--- src/rtl/knight_action_if.sv ---
// Command bus between the knight action sequencer and the movement datapath.
// master: the side that supplies keys and position feedback.
// slave : the action controller, which returns motion and status commands.
interface knight_action_if;
  logic [7:0] keycode;
  logic       on_ground;
  logic [9:0] y_pos;
  logic [9:0] x_motion;
  logic [9:0] y_motion;
  logic [3:0] status;
  logic       inverse;
  logic       attack_hit;

  modport master (
    output keycode, on_ground, y_pos,
    input  x_motion, y_motion, status, inverse, attack_hit
  );

  modport slave (
    input  keycode, on_ground, y_pos,
    output x_motion, y_motion, status, inverse, attack_hit
  );
endinterface

--- src/rtl/knight_action_ctrl.sv ---
// Per-frame action sequencer for the knight: decodes the current key into a
// single prioritised action and steps the idle/walk/jump/fall/attack machine.
// Also owns jump apex detection, attack phase timing and attack cooldown.
// All outputs are registered and describe the state entered at each edge.
// Optional feature: define DOUBLE_JUMP_EN to allow one extra jump while
// airborne. The extra jump is re-armed only by landing.
module knight_action_ctrl #(
  parameter int WALK_SPEED      = 2,
  parameter int JUMP_SPEED      = 6,
  parameter int FALL_SPEED      = 6,
  parameter int JUMP_HEIGHT     = 215,
  parameter int MAX_JUMP_FRAMES = 40,
  parameter int ATK_WINDUP      = 2,
  parameter int ATK_ACTIVE      = 3,
  parameter int ATK_RECOVER     = 4,
  parameter int ATK_COOLDOWN    = 8
) (
  input  logic           frame_clk,
  input  logic           Reset,
  knight_action_if.slave bus
);

  typedef enum logic [2:0] {
    ST_IDLE   = 3'd0,
    ST_WALK   = 3'd1,
    ST_JUMP   = 3'd2,
    ST_FALL   = 3'd3,
    ST_ATTACK = 3'd4
  } state_t;

  typedef enum logic [2:0] {
    ACT_NONE,
    ACT_LEFT,
    ACT_RIGHT,
    ACT_DOWN,
    ACT_JUMP,
    ACT_ATTACK
  } action_t;

  localparam logic [7:0] KEY_LEFT   = 8'h50;
  localparam logic [7:0] KEY_RIGHT  = 8'h4F;
  localparam logic [7:0] KEY_DOWN   = 8'h51;
  localparam logic [7:0] KEY_JUMP   = 8'h52;
  localparam logic [7:0] KEY_ATTACK = 8'h1B;

  // Motion steps, sign-extended to the 10-bit command width.
  localparam logic [9:0] X_RIGHT = 10'(WALK_SPEED);
  localparam logic [9:0] X_LEFT  = 10'(-WALK_SPEED);
  localparam logic [9:0] Y_RISE  = 10'(-JUMP_SPEED);
  localparam logic [9:0] Y_FALL  = 10'(FALL_SPEED);

  localparam logic [7:0] JUMP_LAST     = 8'(MAX_JUMP_FRAMES - 1);
  localparam logic [7:0] ATK_LAST      = 8'(ATK_WINDUP + ATK_ACTIVE + ATK_RECOVER - 1);
  localparam logic [7:0] HIT_START     = 8'(ATK_WINDUP);
  localparam logic [7:0] HIT_END       = 8'(ATK_WINDUP + ATK_ACTIVE);
  localparam logic [7:0] COOLDOWN_LOAD = 8'(ATK_COOLDOWN);
  localparam logic       HIT_AT_ZERO   = (ATK_WINDUP == 0) && (ATK_ACTIVE > 0);

  state_t     state_q;
  logic [7:0] prev_key_q;
  logic [7:0] jump_cnt_q;
  logic [7:0] atk_cnt_q;
  logic [7:0] cooldown_q;
  logic [9:0] x_motion_q;
  logic [9:0] y_motion_q;
  logic [3:0] status_q;
  logic       inverse_q;
  logic       attack_hit_q;

  action_t    action_d;
  logic [9:0] steer_x_d;
  logic       steer_inv_d;
  logic [9:0] apex_d;
  logic       jump_exit_d;
  logic       extra_jump_d;
  logic [7:0] atk_next_d;
  logic       hit_next_d;

`ifdef DOUBLE_JUMP_EN
  localparam logic [9:0] APEX_FIRST  = 10'(JUMP_HEIGHT);
  localparam logic [9:0] APEX_SECOND = 10'(JUMP_HEIGHT - 40);
  logic dj_used_q;
`endif

  function automatic logic [7:0] sat_inc(input logic [7:0] v);
    return (v == 8'hFF) ? v : v + 8'd1;
  endfunction

  // Decode the key into one action: attack > jump > down > left/right.
  always_comb begin
    // NOTE: every combinational output gets a default first so no path
    // leaves it unassigned and no latch is inferred.
    action_d = ACT_NONE;
    if (bus.keycode == KEY_ATTACK) begin
      if (cooldown_q == 8'd0) action_d = ACT_ATTACK;
    end else if (bus.keycode == KEY_JUMP) begin
      if (prev_key_q != KEY_JUMP) action_d = ACT_JUMP;
    end else if (bus.keycode == KEY_DOWN) begin
      action_d = ACT_DOWN;
    end else if (bus.keycode == KEY_LEFT) begin
      action_d = ACT_LEFT;
    end else if (bus.keycode == KEY_RIGHT) begin
      action_d = ACT_RIGHT;
    end
  end

  // Horizontal steering shared by walking and air control; facing holds on none.
  always_comb begin
    steer_x_d   = 10'd0;
    steer_inv_d = inverse_q;
    if (action_d == ACT_LEFT) begin
      steer_x_d   = X_LEFT;
      steer_inv_d = 1'b1;
    end else if (action_d == ACT_RIGHT) begin
      steer_x_d   = X_RIGHT;
      steer_inv_d = 1'b0;
    end
  end

  // Apex target, rise-termination test, extra-jump request and attack phase.
  always_comb begin
`ifdef DOUBLE_JUMP_EN
    apex_d       = dj_used_q ? APEX_SECOND : APEX_FIRST;
    extra_jump_d = (action_d == ACT_JUMP) && !dj_used_q;
`else
    apex_d       = 10'(JUMP_HEIGHT);
    extra_jump_d = 1'b0;
`endif
    jump_exit_d = (bus.y_pos <= apex_d) || (action_d == ACT_DOWN) ||
                  (jump_cnt_q == JUMP_LAST);
    atk_next_d  = sat_inc(atk_cnt_q);
    hit_next_d  = (atk_next_d >= HIT_START) && (atk_next_d < HIT_END);
  end

  // Action state machine with registered motion/status commands.
  always_ff @(posedge frame_clk) begin
    if (Reset) begin
      state_q      <= ST_IDLE;
      prev_key_q   <= 8'd0;
      jump_cnt_q   <= 8'd0;
      atk_cnt_q    <= 8'd0;
      cooldown_q   <= 8'd0;
      x_motion_q   <= 10'd0;
      y_motion_q   <= 10'd0;
      status_q     <= 4'd0;
      inverse_q    <= 1'b0;
      attack_hit_q <= 1'b0;
`ifdef DOUBLE_JUMP_EN
      dj_used_q    <= 1'b0;
`endif
    end else begin
      prev_key_q   <= bus.keycode;
      attack_hit_q <= 1'b0;
      // NOTE: non-blocking assignments here, so a later assignment in this
      // block (the cooldown load on attack exit) overrides this decrement.
      if (cooldown_q != 8'd0) cooldown_q <= cooldown_q - 8'd1;

      case (state_q)
        ST_IDLE, ST_WALK: begin
          y_motion_q <= 10'd0;
          if (!bus.on_ground) begin
            state_q    <= ST_FALL;
            status_q   <= 4'(ST_FALL);
            y_motion_q <= Y_FALL;
            x_motion_q <= steer_x_d;
            inverse_q  <= steer_inv_d;
          end else if (action_d == ACT_ATTACK) begin
            state_q      <= ST_ATTACK;
            status_q     <= 4'(ST_ATTACK);
            atk_cnt_q    <= 8'd0;
            x_motion_q   <= 10'd0;
            attack_hit_q <= HIT_AT_ZERO;
          end else if (action_d == ACT_JUMP) begin
            state_q    <= ST_JUMP;
            status_q   <= 4'(ST_JUMP);
            jump_cnt_q <= 8'd0;
            x_motion_q <= 10'd0;
            y_motion_q <= Y_RISE;
          end else if ((action_d == ACT_LEFT) || (action_d == ACT_RIGHT)) begin
            state_q    <= ST_WALK;
            status_q   <= 4'(ST_WALK);
            x_motion_q <= steer_x_d;
            inverse_q  <= steer_inv_d;
          end else begin
            state_q    <= ST_IDLE;
            status_q   <= 4'(ST_IDLE);
            x_motion_q <= 10'd0;
          end
        end

        ST_JUMP: begin
          x_motion_q <= steer_x_d;
          inverse_q  <= steer_inv_d;
          if (extra_jump_d) begin
            state_q    <= ST_JUMP;
            status_q   <= 4'(ST_JUMP);
            jump_cnt_q <= 8'd0;
            y_motion_q <= Y_RISE;
`ifdef DOUBLE_JUMP_EN
            dj_used_q  <= 1'b1;
`endif
          end else if (jump_exit_d) begin
            state_q    <= ST_FALL;
            status_q   <= 4'(ST_FALL);
            jump_cnt_q <= sat_inc(jump_cnt_q);
            y_motion_q <= Y_FALL;
          end else begin
            jump_cnt_q <= sat_inc(jump_cnt_q);
            y_motion_q <= Y_RISE;
          end
        end

        ST_FALL: begin
          if (bus.on_ground) begin
            // Landing wins over any key pressed this frame.
            state_q    <= ST_IDLE;
            status_q   <= 4'(ST_IDLE);
            x_motion_q <= 10'd0;
            y_motion_q <= 10'd0;
`ifdef DOUBLE_JUMP_EN
            dj_used_q  <= 1'b0;
`endif
          end else if (extra_jump_d) begin
            state_q    <= ST_JUMP;
            status_q   <= 4'(ST_JUMP);
            jump_cnt_q <= 8'd0;
            x_motion_q <= 10'd0;
            y_motion_q <= Y_RISE;
`ifdef DOUBLE_JUMP_EN
            dj_used_q  <= 1'b1;
`endif
          end else begin
            x_motion_q <= steer_x_d;
            inverse_q  <= steer_inv_d;
            y_motion_q <= Y_FALL;
          end
        end

        ST_ATTACK: begin
          x_motion_q <= 10'd0;
          y_motion_q <= 10'd0;
          if (!bus.on_ground) begin
            state_q    <= ST_FALL;
            status_q   <= 4'(ST_FALL);
            y_motion_q <= Y_FALL;
            cooldown_q <= COOLDOWN_LOAD;
          end else if (atk_cnt_q == ATK_LAST) begin
            state_q    <= ST_IDLE;
            status_q   <= 4'(ST_IDLE);
            cooldown_q <= COOLDOWN_LOAD;
          end else begin
            atk_cnt_q    <= atk_next_d;
            attack_hit_q <= hit_next_d;
          end
        end

        default: begin
          state_q    <= ST_IDLE;
          status_q   <= 4'(ST_IDLE);
          x_motion_q <= 10'd0;
          y_motion_q <= 10'd0;
        end
      endcase
    end
  end

  assign bus.x_motion   = x_motion_q;
  assign bus.y_motion   = y_motion_q;
  assign bus.status     = status_q;
  assign bus.inverse    = inverse_q;
  assign bus.attack_hit = attack_hit_q;

endmodule

--- src/flat_wrapper.sv ---
// flat-port wrapper written by rule: the top's interface ports become plain ports
module knight_action_ctrl_flat 
#(
  parameter int WALK_SPEED      = 2,
  parameter int JUMP_SPEED      = 6,
  parameter int FALL_SPEED      = 6,
  parameter int JUMP_HEIGHT     = 215,
  parameter int MAX_JUMP_FRAMES = 40,
  parameter int ATK_WINDUP      = 2,
  parameter int ATK_ACTIVE      = 3,
  parameter int ATK_RECOVER     = 4,
  parameter int ATK_COOLDOWN    = 8
)
  (frame_clk, Reset, bus_keycode, bus_on_ground, bus_y_pos, bus_x_motion, bus_y_motion, bus_status, bus_inverse, bus_attack_hit);
  knight_action_if bus_i ();
  input  logic frame_clk;
  input  logic Reset;
  input wire logic [$bits(bus_i.keycode)-1:0] bus_keycode;
  input wire logic [$bits(bus_i.on_ground)-1:0] bus_on_ground;
  input wire logic [$bits(bus_i.y_pos)-1:0] bus_y_pos;
  output wire logic [$bits(bus_i.x_motion)-1:0] bus_x_motion;
  output wire logic [$bits(bus_i.y_motion)-1:0] bus_y_motion;
  output wire logic [$bits(bus_i.status)-1:0] bus_status;
  output wire logic [$bits(bus_i.inverse)-1:0] bus_inverse;
  output wire logic [$bits(bus_i.attack_hit)-1:0] bus_attack_hit;
  assign bus_i.keycode = bus_keycode;
  assign bus_i.on_ground = bus_on_ground;
  assign bus_i.y_pos = bus_y_pos;
  assign bus_x_motion = bus_i.x_motion;
  assign bus_y_motion = bus_i.y_motion;
  assign bus_status = bus_i.status;
  assign bus_inverse = bus_i.inverse;
  assign bus_attack_hit = bus_i.attack_hit;
  knight_action_ctrl #(.WALK_SPEED(WALK_SPEED), .JUMP_SPEED(JUMP_SPEED), .FALL_SPEED(FALL_SPEED), .JUMP_HEIGHT(JUMP_HEIGHT), .MAX_JUMP_FRAMES(MAX_JUMP_FRAMES), .ATK_WINDUP(ATK_WINDUP), .ATK_ACTIVE(ATK_ACTIVE), .ATK_RECOVER(ATK_RECOVER), .ATK_COOLDOWN(ATK_COOLDOWN)) u_core (.frame_clk(frame_clk), .Reset(Reset), .bus(bus_i));
endmodule
--- config.mk ---
export PLATFORM = sky130hd
export DESIGN_NAME = knight_action_ctrl_flat
export DESIGN_NICKNAME = d
export VERILOG_FILES = /design/src/rtl/knight_action_if.sv /design/src/rtl/knight_action_ctrl.sv /design/src/flat_wrapper.sv
export SDC_FILE = /design/constraint.sdc
export NUM_CORES = 1
export LEC_CHECK = 0
export CAP_MARGIN = 25
export CELL_PAD_IN_SITES_DETAIL_PLACEMENT = 1
export CELL_PAD_IN_SITES_GLOBAL_PLACEMENT = 2
export CORE_MARGIN = 3
export CORE_UTILIZATION = 27
export DETAILED_ROUTE_END_ITERATION = 12
export PLACE_DENSITY_LB_ADDON = 0.08
export SETUP_SLACK_MARGIN = 0.02
export SLEW_MARGIN = 5
export SYNTH_ARGS = -nofsm -noshare
export SYNTH_HDL_FRONTEND = slang
export SYNTH_SLANG_ARGS = --single-unit
--- constraint.sdc ---
create_clock -name frame_clk -period 1.6 [get_ports frame_clk]
set_input_delay 0.16 -clock frame_clk [delete_from_list [all_inputs] [get_ports frame_clk]]
set_output_delay 0.16 -clock frame_clk [all_outputs]
set_load 0.01 [all_outputs]
==> results by group, run 1 <==
Outcome
  • Status: finished with violations
  • Failing checks: negative setup slack

Floorplanning
  • IO Count: 47
  • Die Wd: 99.0 um
  • Die Y: 99.0 um
  • Die Footprint: 9790 um2
  • Core Box Area: 8300 um2
  • Row Count: 33
  • Initial Utilization: 0.281

GRT
  • Initial antenna violation count: 0
  • First-pass GRT wire length: 11,800 um
  • Pin count of the biggest net entering global routing: 24
  • GRT overflow: 0
  • Vias in the first global route: 2,389
  • Overall Global Routing Usage: 0.147

STA
  • Worst Skew: 0.0141 ns
  • RSZ-0062 raised after global routing: true
  • Final min period: 1.76 ns
  • Final setup violation count: 10
  • Setup slack after layout: -0.164 ns
  • Pins Over Slew Limit: 0
  • Hold violation count in the final report: 0
  • FMAX: 567 MHz
  • Tcrit/Tclk final: 1.10
  • Worst Tran Pin Value: 0.517 ns
  • Slew HR: 0.652

Synthesis
  • Yosys top cell by area: dfxtp_1
  • Synth Register Bits: 42
  • Asr flop ratio synth: 0
  • Sequential-to-total area share from yosys stat: 0.360
  • Simple-gate share of the synthesized area: 0.321
  • Unique cell type count in the Yosys netlist: 56
  • Yosys warnings: 0
  • Synth area leaders: dfxtp_1 (36%), nor2_1 (5.6%), buf_4 (5.1%), nand2_1 (3.9%), xnor2_1 (3.8%)
  • XOR/XNOR Fraction of Synth Area: 0.0488
  • Cell Area, Synth: 2330 um2
  • Post-synth EDFFs: 0
  • Mux share of post-synthesis cell area: 0.00912
  • Post-Synth Adder-Cell Area: 0.0268
  • Share of Yosys cell area claimed by the top area cell type: 0.360
  • Mean Syn Cell Area: 8.10 um2
  • Cells after synthesis: 288
  • Most used flip-flop cell after synthesis: dfxtp_1
  • Synth Area in Compound Gates: 0.149
  • Combinational family with the most area after synthesis: simple AND/OR/NAND/NOR gates

Setup path
  • Critical Path Start Type: register
  • Crit. End Element: register
  • Worst path depth: 8
  • Worst EP arrival: 1.94 ns
  • WS Path Type: reg -> reg
  • WP buf/inv: 1
  • Worst path max stage delay: 0.33 ns
  • Delay-heaviest family, CP: simple AND/OR/NAND/NOR gates
  • Crit Path Max Fanout: 6
  • Crit-path slowest cell: dfxtp_2
  • Worst Reg-to-Reg Cells: 8
  • CP required: 1.77 ns
  • CP Cell Sequence: inv_2 > ha_4 > nor4b_4 > and4b_1 > nand2_2 > a31o_4 > nor2_4 > a311oi_1

Drt
  • # DRC: 0
  • Total detailed-routing wirelength: 7050 um
  • Avg Vias per Cell: 4.80
  • First drt pass iteration count: 4
  • Vias: 2,334
  • Average wire per cell in the routed design: 14.5 um
  • Final antenna-violating net count: 0
  • Detailed Route Iter0 Violations: 31

Pwr
  • NetSw: 0.00102 W
  • Gate power share: 0.370
  • Pwr dens: 923 nW/um2
  • Leakage power: 1.41 nW
  • Sequential Power Share: 0.376
  • Clock share of power: 0.254
  • Sw Share: 0.304
  • Peak VDD IR: 0.652 mV
  • Internal Power: 0.00232 W
  • Overall power: 0.00334 W

Placed design
  • Hpwl dp: 5370 um
  • Pre-CTS worst setup slack: -0.671 ns
  • Global placement routability congestion: 0.776
  • IO buf count: 40
  • # placed instances: 469

CTS
  • Sink Count: 42
  • Longest Clk Path Bufs: 2
  • CTS root buf: clkbuf_8
  • Clk Latency, worst-skew pair: 0.30 ns
  • TritonCTS clock tree: yes
  • Hold-fix buffers at CTS: 0
  • Reg clk slew, reported paths: 0.09 ns
  • H-tree levels: 2
  • Num CTS Buffers: 5

Final layout
  • Nets: 406
  • Area delta synth->final: 54.9%
  • Commonest non-fill, non-tap cells in the layout: buf_4 (67), nor2_1 (32), clkdlybuf4s50_1 (32)
  • Non-Filler Instances: 486
  • Final Util: 0.435
  • Antenna Cells: 0
  • Share of cells above drive strength 1: 0.365
  • Commonest non-fill, non-tap cell in the layout: buf_4

Min path
  • Hold path cells: 2
  • Hold WC Path Type: in -> reg

Flow run
  • Maxcap violations: 0
power by group through the flow:
| stage | Combinational, W | Sequential (W) | Clock [W] |
|---|---|---|---|
| after floorplan | 0.000536 | 0.00128 | 0 |
| after global placement | 0.000977 | 0.00126 | 0 |
| after detailed placement | 0.00101 | 0.00126 | 0 |
| after CTS | 0.00114 | 0.00126 | 0.000885 |
| after global routing | 0.00136 | 0.00127 | 0.000930 |
| final | 0.00123 | 0.00125 | 0.000848 |
worst paths after layout:
path / start / to / slack (ns)
hold / removal: bus_keycode[5] / u_core.prev_key_q[5] / 0.14
setup / recovery: u_core.cooldown_q[1] / u_core.atk_cnt_q[3] / -0.16
hold reg to reg: u_core.bus.inverse / u_core.bus.inverse / 0.50
setup reg to reg: u_core.cooldown_q[1] / u_core.atk_cnt_q[3] / -0.16
logic make-up after synthesis:
family | count (synthesis)
AO/OA/AOI/OAI | 53
XOR/XNOR | 13
adder cells (fa/ha/maj) | 5
buffers and inverters | 36
flip-flops | 42
multiplexers | 2
other | 1
AND/OR/NAND/NOR | 136
Yosys cell counts, types with 3 or more instances:
master    count
dfxtp_1      42
nor2_1       35
nand2_1      24
buf_4        16
a21oi_1      15
nor3_1       15
xnor2_1      10
clkbuf_1      9
inv_1         9
nand2b_1      9
nand3_1       8
nor2b_1       8
a21o_1        6
a311oi_1      5
ha_1          5
o21ai_1       5
a31oi_1       4
nand4_1       4
nor3b_1       4
nor4_1        4
and3_1        3
nor4b_1       3
o21ai_0       3
o22ai_1       3
xor2_1        3
through the flow:
stage                     cell area (um2)  setup TNS [ns]  hold WS (ns)
final                                3610           -1.25         0.136
after global routing                 3610           -3.25         0.132
after CTS                            3480           -1.48         0.125
after detailed placement             3200          -14.44         0.478
after global placement               3200          -14.11         0.462
after floorplan                      2380          -0.815         0.239
per-layer routing:
layer	part of all wire	GRT usage	wire (um)	vias to the layer above
met4	0.012	0.0410	82	0
li1	-	-	-	1187
met5	0	0	0	-
met3	0.036	0.0276	256	7
met1	0.45	0.185	3150	1106
met2	0.51	0.255	3560	34
state kept, by name, indices dropped and copies added (netlist names):
register               cells
u_core.state_q             3
u_core.prev_key_q          8
u_core.cooldown_q          8
u_core.jump_cnt_q          8
u_core.bus.y_motion        3
u_core.atk_cnt_q           8
u_core.bus.x_motion        2
u_core.bus.attack_hit      1
u_core.bus.inverse         1
what timing repair did:
item / 4_1_cts / 5_1_grt
setup endpoints to repair: 28 / 31
pin swaps: 22 / 15
buffers inserted: 5 / 4
resized for setup: 49 / 33
cloned: 0 / 0
layout make-up:
type / count / area (um2)
clock buffer: 7 / 76.3
timing repair buffer: 109 / 926
fill: 991 / 4690
multi-input combinational: 212 / 1550
sequential: 42 / 862
inverter: 10 / 37.5
tap: 105 / 131
clock inverter: 1 / 30.0
No activity file was read; power rests on OpenSTA's default activity.
==> inputs of run 2 (changes only) <==
--- a/config.mk
+++ b/config.mk
@@ -9,7 +9,7 @@
 export CELL_PAD_IN_SITES_DETAIL_PLACEMENT = 1
 export CELL_PAD_IN_SITES_GLOBAL_PLACEMENT = 2
 export CORE_MARGIN = 3
-export CORE_UTILIZATION = 27
+export CORE_UTILIZATION = 32
 export DETAILED_ROUTE_END_ITERATION = 12
 export PLACE_DENSITY_LB_ADDON = 0.08
 export SETUP_SLACK_MARGIN = 0.02
==> constraint.sdc (replaced) <==
create_clock -name frame_clk -period 2.2 [get_ports frame_clk]
set_input_delay 0.22 -clock frame_clk [delete_from_list [all_inputs] [get_ports frame_clk]]
set_output_delay 0.22 -clock frame_clk [all_outputs]
set_load 0.01 [all_outputs]
==> results by group, run 2 (synthesized netlist as in run 1, its figures left out) <==
Pwr
  • NetSw: 0.000631 W (-38%)
  • Pwr dens: 677 nW/um2 (-27%)
  • Gate power share: 0.270 (-0.100)
  • Overall power: 0.00199 W (-40%)
  • Leakage power: 1.05 nW (-25%)
  • Clock share of power: 0.264 (+0.010)
  • Sw Share: 0.316 (+0.0118)
  • Sequential Power Share: 0.466 (+0.090)
  • Internal Power: 0.00136 W (-41%)
  • Peak VDD IR: 0.533 mV (-18%)

CTS
  • Sink Count: 42 (unchanged)
  • CTS root buf: clkbuf_8
  • Reg clk slew, reported paths: 0.09 ns (about the same)
  • Clk Latency, worst-skew pair: 0.30 ns (about the same)
  • TritonCTS clock tree: yes
  • Longest Clk Path Bufs: 2 (unchanged)
  • Num CTS Buffers: 5 (unchanged)
  • Buffer count from post-CTS setup fixing: 0 (-5)
  • H-tree levels: 2 (unchanged)

Final layout
  • Share of cells above drive strength 1: 0.122 (-0.243)
  • Nets: 354 (-13%)
  • Commonest non-fill, non-tap cells in the layout: dfxtp_1 (42), clkdlybuf4s50_1 (40), nor2_1 (35)
  • Final Util: 0.425 (-0.0109)
  • Post-route cell area: 2950 um2 (-18%)
  • Commonest non-fill, non-tap cell in the layout: dfxtp_1
  • Antenna Cells: 0 (unchanged)
  • Area delta synth->final: 26.3%

STA
  • Worst Tran Pin Value: 0.489 ns (-0.0277 ns)
  • RSZ-0062 raised after global routing: false
  • Worst Skew: 0.00789 ns (-0.00624 ns)
  • Pins Over Slew Limit: 0 (unchanged)
  • FMAX: 495 MHz
  • Final min period: 2.02 ns
  • Hold violation count in the final report: 0 (unchanged)
  • Slew HR: 0.671 (+0.0187)
  • Final setup violation count: 0 (-10)
  • Tcrit/Tclk final: 0.918

Drt
  • Final antenna-violating net count: 0 (unchanged)
  • Avg Vias per Cell: 5.01 (+4.4%)
  • Detailed Route Iter0 Violations: 45 (+45%)
  • Average wire per cell in the routed design: 14.2 um (-2.1%)
  • Total detailed-routing wirelength: 6040 um (-14%)
  • Vias: 2,131 (-8.7%)
  • # DRC: 0 (unchanged)
  • First drt pass iteration count: 4 (unchanged)

Floorplanning
  • Core Box Area: 6940 um2 (-16%)
  • Die Y: 91.4 um (-7.6%)
  • Die Footprint: 8350 um2 (-15%)
  • IO Count: 47 (unchanged)
  • Die Wd: 91.4 um (-7.6%)
  • Initial Utilization: 0.336 (+0.0549)
  • Row Count: 30 (-9.1%)

Setup path
  • CP required: 2.37 ns (+0.60 ns)
  • Worst Reg-to-Reg Cells: 9 (+1)
  • Crit. End Element: register
  • WS Path Type: in -> reg
  • Crit Path Max Fanout: 6 (unchanged)
  • Critical Path Start Type: primary input
  • Worst EP arrival: 2.19 ns (+0.25 ns)

GRT
  • GRT overflow: 0 (unchanged)
  • Vias in the first global route: 2,185 (-8.5%)
  • Initial antenna violation count: 0 (unchanged)
  • Overall Global Routing Usage: 0.151 (+0.00381)
  • Pin count of the biggest net entering global routing: 32 (+33%)
  • First-pass GRT wire length: 10,400 um (-11%)

Placed design
  • Global placement routability congestion: 0.802 (+3.3%)
  • Hpwl dp: 4710 um (-12%)
  • IO buf count: 40 (unchanged)
  • Placed inst area: 2830 um2 (-12%)

Min path
  • Hold WC Path Type: reg -> reg
  • Hold path cells: 2 (unchanged)

Flow run
  • Maxcap violations: 0 (unchanged)

Outcome
  • Status: complete, no violations
run 2: changes by cell type in the layout (fill, tap and decap cells not counted), sizes merged:
cell | before | now
clkinvlp | 0 | 1
dlymetal6s2s | 1 | 0
buf | 73 | 17
dlygate4sd2 | 3 | 0
bufinv | 1 | 0
clkinv | 0 | 1
clkdlybuf4s50 | 32 | 40
clkbuf | 7 | 6
run 2: power groups by stage:
stage / combinational, W / clock (W) / sequential, W
after floorplan: 0.000382 / 0 / 0.000927
after global placement: 0.000524 / 0 / 0.000941
after detailed placement: 0.000535 / 0 / 0.000944
after CTS: 0.000539 / 0.000550 / 0.000927
after global routing: 0.000619 / 0.000578 / 0.000945
final: 0.000539 / 0.000526 / 0.000930
run 2: layout make-up:
type,instances,area [um2]
Clock buffer,6,82.6
Sequential cell,42,841
Clock inverter,2,12.5
Inverter,10,37.5
Timing Repair Buffer,57,528
Multi-Input combinational cell,212,1330
Fill cell,874,4000
Tap cell,96,120
run 2: metrics by stage:
stage	hold slack [ns]	TNS [ns]	setup slack (ns)	instances
6_report	0.469	0	0.179	425
5_1_grt	0.519	0	0.0298	425
4_1_cts	0.474	0	0.0601	425
3_5_place_dp	0.461	-2.04	-0.149	417
3_3_place_gp	0.462	-1.81	-0.130	417
2_1_floorplan	0.299	0	0.399	290
run 2: layer usage:
| layer | share of wire | wire [um] | GRT usage |
|---|---|---|---|
| met2 | 0.47 | 2830 | 0.262 |
| met1 | 0.48 | 2900 | 0.184 |
| met4 | 0.012 | 70 | 0.0452 |
| met3 | 0.041 | 245 | 0.0348 |
| met5 | 0 | 0 | 0 |
run 2: worst paths after layout:
kind,endpoint,from,slack [ns]
worst min-delay path,u_core.bus.inverse,u_core.bus.inverse,0.47
worst min register to register,u_core.bus.inverse,u_core.bus.inverse,0.47
worst max register to register,u_core.atk_cnt_q[0],u_core.cooldown_q[1],0.22
worst max-delay path,u_core.atk_cnt_q[4],bus_keycode[2],0.18
run 2: worst max-delay path, cell delays in order:
cell,delay [ns]
clkdlybuf4s50_1,0.42
or4b_4,0.55
or3_4,0.41
a31o_2,0.25
nor2_2,0.10
buf_4,0.15
a311oi_1,0.09
run 2: what timing repair did:
item | in CTS | in global routing
endpoints found under the setup margin | 0 | 7
hold buffers | 0 | 0
resized for setup | 0 | 4
==> inputs of run 3 (changes only) <==
--- a/config.mk
+++ b/config.mk
@@ -12,7 +12,6 @@
 export CORE_UTILIZATION = 32
 export DETAILED_ROUTE_END_ITERATION = 12
 export PLACE_DENSITY_LB_ADDON = 0.08
-export SETUP_SLACK_MARGIN = 0.02
 export SLEW_MARGIN = 5
 export SYNTH_ARGS = -nofsm -noshare
 export SYNTH_HDL_FRONTEND = slang
==> results by group, run 3 (synthesized netlist as in run 1, its figures left out) <==
STA
  • Worst Skew: 0.00766 ns (-0.000228 ns)
  • RSZ-0062 raised after global routing: false
  • Min Hold Slack: 0.469 ns (unchanged)
  • Tcrit/Tclk final: 0.919 (about the same)
  • Pins Over Slew Limit: 0 (unchanged)
  • Final setup violation count: 0 (unchanged)
  • FMAX: 495 MHz (about the same)
  • Final min period: 2.02 ns (+0.000710 ns)
  • Hold violation count in the final report: 0 (unchanged)
  • Slew HR: 0.671 (unchanged)
  • Worst Tran Pin Value: 0.489 ns (unchanged)
  • Final setup TNS: 0 ns (unchanged)

Flow run
  • Maxcap violations: 0 (unchanged)

Setup path
  • Worst EP arrival: 2.19 ns (about the same)
  • Crit Path Max Fanout: 6 (unchanged)
  • CP required: 2.37 ns (about the same)
  • Worst path max stage delay: 0.55 ns (about the same)
  • CP Cell Sequence: clkdlybuf4s50_1 > or4b_4 > or3_4 > a31o_2 > nor2_2 > buf_4 > a311oi_1
  • Crit. End Element: register
  • Crit-path slowest cell: or4b_4
  • Delay-heaviest family, CP: simple AND/OR/NAND/NOR gates
  • Critical Path Start Type: primary input
  • Worst R2R Setup Slack: 0.22 ns (about the same)
  • WS Path Type: in -> reg
  • WP buf/inv: 2 (unchanged)

CTS
  • TritonCTS clock tree: yes
  • Clk Latency, worst-skew pair: 0.30 ns (about the same)
  • Longest Clk Path Bufs: 2 (unchanged)
  • CTS root buf: clkbuf_8
  • H-tree levels: 2 (unchanged)
  • Sink Count: 42 (unchanged)
  • Hold-fix buffers at CTS: 0 (unchanged)
  • Num CTS Buffers: 5 (unchanged)
  • Reg clk slew, reported paths: 0.09 ns (about the same)

Floorplanning
  • Die Y: 91.4 um (unchanged)
  • Core Box Area: 6940 um2 (unchanged)
  • Die Footprint: 8350 um2 (unchanged)
  • Row Count: 30 (unchanged)
  • IO Count: 47 (unchanged)
  • Initial Utilization: 0.336 (unchanged)
  • Die Wd: 91.4 um (unchanged)

Final layout
  • Commonest non-fill, non-tap cell in the layout: dfxtp_1
  • Nets: 354 (unchanged)
  • Area delta synth->final: 26.2%
  • Share of cells above drive strength 1: 0.119 (-0.00304)
  • Non-Filler Instances: 425 (unchanged)
  • Commonest non-fill, non-tap cells in the layout: dfxtp_1 (42), clkdlybuf4s50_1 (40), nor2_1 (35)
  • Post-route cell area: 2940 um2 (-0.13%)
  • Antenna Cells: 0 (unchanged)

Pwr
  • Leakage power: 1.05 nW (-0.17%)
  • Peak VDD IR: 0.533 mV (about the same)
  • Pwr dens: 677 nW/um2 (+0.12%)

Outcome
  • Status: complete, no violations

GRT
  • GRT overflow: 0 (unchanged)
  • Overall Global Routing Usage: 0.151 (unchanged)
  • Initial antenna violation count: 0 (unchanged)
  • Pin count of the biggest net entering global routing: 32 (unchanged)
  • Vias in the first global route: 2,185 (unchanged)
  • First-pass GRT wire length: 10,400 um (unchanged)

Placed design
  • Placed inst area: 2830 um2 (unchanged)
  • Global placement routability congestion: 0.802 (unchanged)
  • Hpwl dp: 4710 um (unchanged)
  • # placed instances: 417 (unchanged)
  • IO buf count: 40 (unchanged)

Drt
  • Final antenna-violating net count: 0 (unchanged)
  • Detailed Route Iter0 Violations: 38 (-16%)
  • DR WL met3: 245 um (unchanged)
  • Met2 wire length: 2830 um (about the same)
  • DR top layer: met4
  • Met1 WL: 2900 um (about the same)
  • First drt pass iteration count: 4 (unchanged)
  • Avg Vias per Cell: 5.03 (+0.38%)
  • Average wire per cell in the routed design: 14.2 um (about the same)
  • Vias: 2,139 (+0.38%)
  • # DRC: 0 (unchanged)
  • Total detailed-routing wirelength: 6040 um (about the same)

Min path
  • Hold WC Path Type: reg -> reg
run 3: tightest hold or removal path, stage by stage (launching register included):
cell     delay [ns]
dfxtp_1        0.32
o41ai_1        0.05
a21oi_1        0.05
run 3: what timing repair did:
item / 4_1_cts / 5_1_grt
buffers inserted: 0 / 0
resized for setup: 0 / 3
setup endpoints to repair: 0 / 6
run 3: through the flow:
step	utilization	total power (W)	worst slack, ns
CTS	0.421	0.00202	0.0601
finish	0.424	0.00199	0.179
floorplan	-	0.00131	0.399
detailed placement	0.408	0.00148	-0.149
global placement	0.408	0.00147	-0.130
global route	0.424	0.00214	0.0150
run 3: final timing paths:
kind                   startpoint             endpoint  depth (start not counted)
max                bus_keycode[2]  u_core.atk_cnt_q[4]                          7
min            u_core.bus.inverse   u_core.bus.inverse                          2
max reg2reg  u_core.cooldown_q[1]  u_core.atk_cnt_q[0]                          9
min reg2reg    u_core.bus.inverse   u_core.bus.inverse                          2
run 3: final cells by class:
type	instances	area, um2
fill	873	4000
multi-input combinational	212	1320
sequential	42	841
timing repair buffer	57	528
tap	96	120
clock buffer	6	82.6
inverter	10	37.5
clock inverter	2	12.5
run 3: power breakdown:
group          internal (W)  total [W]  switching (W)
clock network      0.000252   0.000526       0.000274
registers          0.000848   0.000930      0.0000813
logic              0.000263   0.000539       0.000276
total               0.00136    0.00199       0.000631
run 3: layer usage:
layer,vias to the layer above,global-route usage
met5,-,0
met4,0,0.0452
met3,4,0.0348
met2,39,0.262
met1,1016,0.184
li1,1080,-
